## config.mk

```make
export PLATFORM = sky130hd
export DESIGN_NAME = servo_pwm_scheduler
export DESIGN_NICKNAME = d
export VERILOG_FILES = /design/src/rtl/servo_pwm_scheduler.sv
export SDC_FILE = /design/constraint.sdc
export NUM_CORES = 1
export LEC_CHECK = 0
export BUFFER_PORTS_ARGS = -buffer_cell sky130_fd_sc_hd__buf_2
export CORE_ASPECT_RATIO = 0.5
export CORE_MARGIN = 10
export CORE_UTILIZATION = 50
export DETAILED_ROUTE_END_ITERATION = 8
export PLACE_DENSITY = 0.71
export RECOVER_POWER = 50
export SLEW_MARGIN = 20
export SYNTH_ARGS = -nofsm -noshare
export SYNTH_HDL_FRONTEND = slang
export SYNTH_SLANG_ARGS = --single-unit
```

## constraint.sdc

```tcl
create_clock -name i_clk -period 6 [get_ports i_clk]
set_input_delay 0.9 -clock i_clk [delete_from_list [all_inputs] [get_ports i_clk]]
set_output_delay 0.9 -clock i_clk [all_outputs]
set_load 0.1 [all_outputs]
```

## src/rtl/servo_pwm_scheduler.sv

```systemverilog
// Four-channel hobby-servo PWM generator that time-multiplexes one prescaler and one us counter.
// Optional SERVO_SLEW_EN limits how far each pulse width may move per frame.
module servo_pwm_scheduler #(
    parameter int TICK_DIV = 50,
    parameter int SLOT_US  = 5000,
    parameter int MIN_US   = 500,
    parameter int MAX_US   = 2500,
    parameter int STEP_US  = 20
) (
    input  logic        i_clk,
    input  logic        i_rst,
    input  logic        i_enable,
    input  logic [12:0] i_servo0,
    input  logic [12:0] i_servo1,
    input  logic [12:0] i_servo2,
    input  logic [12:0] i_servo3,
    output logic [3:0]  o_pwm,
    output logic [1:0]  o_slot,
    output logic        o_frame_start,
    output logic        o_busy
);

    localparam int PRE_W = (TICK_DIV > 1) ? $clog2(TICK_DIV) : 1;
    localparam int US_W  = ($clog2(SLOT_US) > 13) ? $clog2(SLOT_US) : 13;

    localparam logic [PRE_W-1:0] PRE_LAST = PRE_W'(TICK_DIV - 1);
    localparam logic [US_W-1:0]  US_LAST  = US_W'(SLOT_US - 1);
    localparam logic [12:0]      MIN_W    = 13'(MIN_US);
    localparam logic [12:0]      MAX_W    = 13'(MAX_US);

    localparam logic [0:0] ST_IDLE = 1'b0;
    localparam logic [0:0] ST_RUN  = 1'b1;

    if (MAX_US >= SLOT_US || MIN_US > MAX_US || STEP_US < 1 || TICK_DIV < 1) begin : g_bad_cfg
        $error("servo_pwm_scheduler: inconsistent timing parameters");
    end

    logic [0:0]       state;
    logic [PRE_W-1:0] presc;
    logic [US_W-1:0]  us_cnt;
    logic [3:0][12:0] target;
    logic [3:0][12:0] shadow;
    logic [3:0][12:0] shadow_next;
    logic [3:0]       pwm_next;
    logic             tick;
    logic             slot_wrap;
    logic             frame_wrap;
    logic             frame_load;

    assign target     = {i_servo3, i_servo2, i_servo1, i_servo0};
    assign tick       = (presc == PRE_LAST);
    assign slot_wrap  = tick && (us_cnt == US_LAST);
    assign frame_wrap = slot_wrap && (o_slot == 2'd3);
    assign frame_load = i_enable && ((state == ST_IDLE) || frame_wrap);

    function automatic logic [12:0] clamp_width(input logic [12:0] w);
        logic [12:0] res;
        if (w == 13'd0)     res = 13'd0;
        else if (w < MIN_W) res = MIN_W;
        else if (w > MAX_W) res = MAX_W;
        else                res = w;
        return res;
    endfunction

`ifdef SERVO_SLEW_EN
    localparam logic [12:0] STEP_W = 13'(STEP_US);

    // Cleared by reset so the first frame after reset jumps straight to its targets.
    logic primed;

    function automatic logic [12:0] slew_width(input logic [12:0] cur,
                                               input logic [12:0] tgt,
                                               input logic        jump);
        logic [12:0] res;
        if (tgt == 13'd0 || jump)  res = tgt;
        else if (cur == 13'd0)     res = MIN_W;
        else if (tgt > cur)        res = (tgt - cur > STEP_W) ? cur + STEP_W : tgt;
        else                       res = (cur - tgt > STEP_W) ? cur - STEP_W : tgt;
        return res;
    endfunction

    always_ff @(posedge i_clk or posedge i_rst) begin
        if (i_rst)           primed <= 1'b0;
        else if (frame_load) primed <= 1'b1;
    end

    always_comb begin
        for (int k = 0; k < 4; k++) begin
            shadow_next[k] = slew_width(shadow[k], clamp_width(target[k]), !primed);
        end
    end
`else
    always_comb begin
        for (int k = 0; k < 4; k++) begin
            shadow_next[k] = clamp_width(target[k]);
        end
    end
`endif

    // NOTE: every bit of a combinational output gets a default before any condition, so no latch is inferred.
    always_comb begin
        pwm_next = '0;
        if (state == ST_RUN) begin
            for (int k = 0; k < 4; k++) begin
                if (o_slot == 2'(k) && us_cnt < US_W'(shadow[k])) pwm_next[k] = 1'b1;
            end
        end
    end

    // NOTE: state is updated only with non-blocking assignments so every register samples pre-edge values.
    always_ff @(posedge i_clk or posedge i_rst) begin
        if (i_rst) begin
            state         <= ST_IDLE;
            presc         <= '0;
            us_cnt        <= '0;
            shadow        <= '0;
            o_pwm         <= '0;
            o_slot        <= '0;
            o_frame_start <= 1'b0;
            o_busy        <= 1'b0;
        end else begin
            o_frame_start <= frame_load;
            o_pwm         <= pwm_next;
            if (frame_load) shadow <= shadow_next;

            case (state)
                ST_IDLE: begin
                    presc  <= '0;
                    us_cnt <= '0;
                    o_slot <= '0;
                    o_busy <= i_enable;
                    if (i_enable) state <= ST_RUN;
                end
                default: begin
                    presc <= tick ? '0 : presc + 1'b1;
                    if (tick) us_cnt <= slot_wrap ? '0 : us_cnt + 1'b1;
                    // Slot index wraps 3 -> 0 on its own; a frame only ends after slot 3 completes.
                    if (slot_wrap) begin
                        o_slot <= o_slot + 1'b1;
                        if (frame_wrap && !i_enable) begin
                            state  <= ST_IDLE;
                            o_busy <= 1'b0;
                        end
                    end
                end
            endcase
        end
    end

endmodule

```

==> results.md <==
* Drt wl/cell at 15.7 um
* Mux cell area share after synthesis at 0.410%
* Final period demand of the worst path at roughly 3000 ps
* CTS Hold Buffers Added at 0
* Boundary Pins at 63
* Setup TNS at 0 ps
* Endpoints failing hold at 0
* Initial antenna violation count at 0
* Most frequent cells in the layout: 80 x dfrtp_1, 61 x buf_2, 59 x nor2_1
* Main combinational cell family by area after synthesis: simple AND/OR/NAND/NOR gates
* Dominant synthesized flop cell: dfrtp_1
* RSZ-0062 raised after global routing: no
* Crit share post-route at 50.1%
* Share of flip-flops with an asynchronous set or reset at 100%
* Critical path type: reg -> reg
* DRT antenna net count at 0
* Clock share of power at 49.1%
* Initial Util at 51.5%
* First-pass DRT Iterations at 5
* Slew @ Worst Pin at 1580 ps
* Hold Path Class: reg -> reg
* Synth Area in XOR/XNOR at 2.87%
* H-tree levels at 3
* Die ar. at 14,300 um^2
* DRT iter0 DRCs at 197
* Core area at roughly 9500 um^2
* Skew final at approximately 7.1 ps
* Detailed Route WL at 11.4 mm
* Total clock sinks at 80
* Aggregate global-route resource usage at 16.4%
* EDFF count, synth at 0
* Library cells used by synthesis at 50
* Final net count at 700
* Pin count of the biggest net entering global routing at 81
* Share of cells above drive strength 1 at between 10 and 15%
* Drc violations at 0
* Met1 wire length at 5.91 mm
* Met3 wire length at slightly above 600 um
* Synth Cell Area at 4880 um^2
* Fill cells at around 840
* Outcome: finished with violations
* Violations in the final reports: capacitance limit, slew limit
* Global-route wire length before repair at 19.5 mm
* Net Sw Frac at 20.1%
* # Max-Cap Violations at 1
* Syn Nets at 635
* Reg clk slew, reported paths at 60 ps
* CTS buffer count at 9
* Vias/cell at about 5.5
* Number of port buffers at 62
* CTS tree: done
* FP Rows at 25
* Die Y at 89.8 um
* Maximum vdd ir drop at between 100 and 150 uV
* Die W at 160 um
* Final Instance Area at 5660 um^2
* RD Place Congestion at 0.813
* Cell internal pwr at 949 uW
* Seq/Total Area, Yosys at approximately 41%
* Max FO, Critical Path at 15
* Resized Gates After CTS at 0
* P_leak at 2.80 nW
* DP HPWL at 8.50 mm
* Top Metal Used: met4
* Placed Area at between 5000 and 6000 um^2
* Syn. warnings at 0
* Synth Area in Compound Gates at 17.6%
* Max clock buf depth at 2
* GRT overflow at 0
* Post-synthesis adder-cell area fraction at 14.1%
* Power Dens Cells at 210 nW/um^2
* Syn Inst Count at 525
* Max Slew Vio Count at 16
* Slew headroom at -6.34%
* CP endpoint kind: flip-flop
* Critical path launch point type: flip-flop
* R2r setup slk at approximately 3000 ps
* Post-synthesis simple-gate area fraction at 18.3%
* # diodes at 0
* Number of global-route vias before repair at 3,871
* Required time of the critical path at about 6300 ps
* Synth Register Bits at 80
* Syn Area/Cell at 9.29 um^2
* Met2 WL post-DR at 4.74 mm
* Most common cell after layout, fill and taps aside: dfrtp_1
* Total Power at 1.19 mW
* Setup-failing EPs final at 0
* Area growth, synth to finish at 16.0%
* Via count of the routed design at 3,982
* Gate power share at 5.5%
* Setup Buffers After CTS at 0
* Fmax at 333 MHz
* Critical Path AT at 3260 ps
* Sequential share of power at between 40 and 50%
* Skew-Pair Late Insertion Delay at roughly 340 ps
* Sw power at between 200 and 250 uW
* Clk root buf: clkbuf_16
-- metrics by stage --
step	cells	worst slack [ps]	hold WS, ps	util [%]
global route	729	2740	514	59.7
detailed placement	713	3080	472	56.1
global placement	713	3130	463	56.1
floorplan	525	3050	449	-
finish	729	2990	481	59.7
CTS	728	3240	483	59.5
-- path summary, 6_finish.rpt --
| kind | start | endpoint | cells after the start |
|---|---|---|---|
| max | presc[1]$_DFF_PP0_ | us_cnt[12]$_DFFE_PP0P_ | 7 |
| min | shadow[11]$_DFFE_PP0P_ | shadow[11]$_DFFE_PP0P_ | 2 |
| max reg2reg | presc[1]$_DFF_PP0_ | us_cnt[12]$_DFFE_PP0P_ | 7 |
| min reg2reg | shadow[11]$_DFFE_PP0P_ | shadow[11]$_DFFE_PP0P_ | 2 |
| max in group asynchronous | i_rst | o_slot[1]$_DFFE_PP0P_ | 4 |
| min in group asynchronous | i_rst | us_cnt[0]$_DFFE_PP0P_ | 3 |
-- cell type report --
class,instances,area (um^2),area share [%]
inverters,57,215,3.80
well taps,135,169,2.98
multi-input cells,377,2600,46.0
flip-flops and latches,80,2000,35.4
clock inverters,3,65.1,1.15
repair buffers,65,348,6.15
clock buffers,12,256,4.53
-- worst max-delay path, cell delays in order (launching register included) --
cell and delay [ps]:
dfrtp_1 400, inv_1 60, ha_1 130, nand4b_1 170, o21ai_0 1240, nand3_1 340
or3_1 450, a21oi_1 140
-- synthesized netlist by cell type (2+ instances only) --
library cell | count | share of area, %
or4_1 | 3 | 0.46
a21oi_1 | 29 | 3.0
a211oi_1 | 3 | 0.46
and3_1 | 7 | 0.90
nor2b_1 | 6 | 0.77
nand3_1 | 9 | 0.92
o22ai_1 | 15 | 1.9
buf_2 | 6 | 0.62
or3_1 | 7 | 0.90
a22o_1 | 25 | 4.5
nor4_1 | 8 | 1.0
xor2_1 | 11 | 2.0
mux2i_1 | 2 | 0.41
o21bai_1 | 3 | 0.46
nor3_1 | 7 | 0.72
nand2b_1 | 7 | 0.90
xnor2_1 | 5 | 0.90
clkbuf_1 | 3 | 0.23
nand4b_1 | 3 | 0.54
o21ai_0 | 28 | 2.9
inv_1 | 56 | 4.3
nor2_2 | 4 | 0.51
nor2_1 | 59 | 4.5
o211ai_1 | 5 | 0.77
a21o_1 | 12 | 1.8
nand2_1 | 23 | 1.8
and4_1 | 2 | 0.36
dfrtp_1 | 80 | 41
buf_6 | 2 | 0.46
nor3b_1 | 2 | 0.31
nand4_1 | 19 | 2.4
o211a_1 | 2 | 0.41
ha_1 | 55 | 14
-- state kept, by name, indices dropped and copies added (netlist names) --
signal	cells
presc	6
o_frame_start	1
state	1
o_busy	1
o_pwm	4
shadow	52
us_cnt	13
o_slot	2
-- routing by layer --
layer | track usage [%] | vias to the layer above
met2 | 23.4 | 102
li1 | - | 2018
met3 | 4.60 | 15
met1 | 23.3 | 1847
met4 | 4.52 | 0
met5 | 0 | -
-- logic make-up after synthesis --
group                    after synthesis
AO/OA/AOI/OAI                        131
AND/OR/NAND/NOR                      173
multiplexers                           2
XOR/XNOR                              16
buffers and inverters                 68
adder cells (fa/ha/maj)               55
flip-flops                            80
-- power by group through the flow --
| stage | logic (mW) | registers (mW) | clock network, mW |
|---|---|---|---|
| after floorplan | 0.0278 | 0.549 | 0 |
| after global placement | 0.0631 | 0.549 | 0 |
| after detailed placement | 0.0637 | 0.549 | 0 |
| after CTS | 0.0641 | 0.540 | 0.597 |
| after global routing | 0.0748 | 0.539 | 0.620 |
| final | 0.0653 | 0.540 | 0.583 |
No activity file was read; power rests on OpenSTA's default activity.
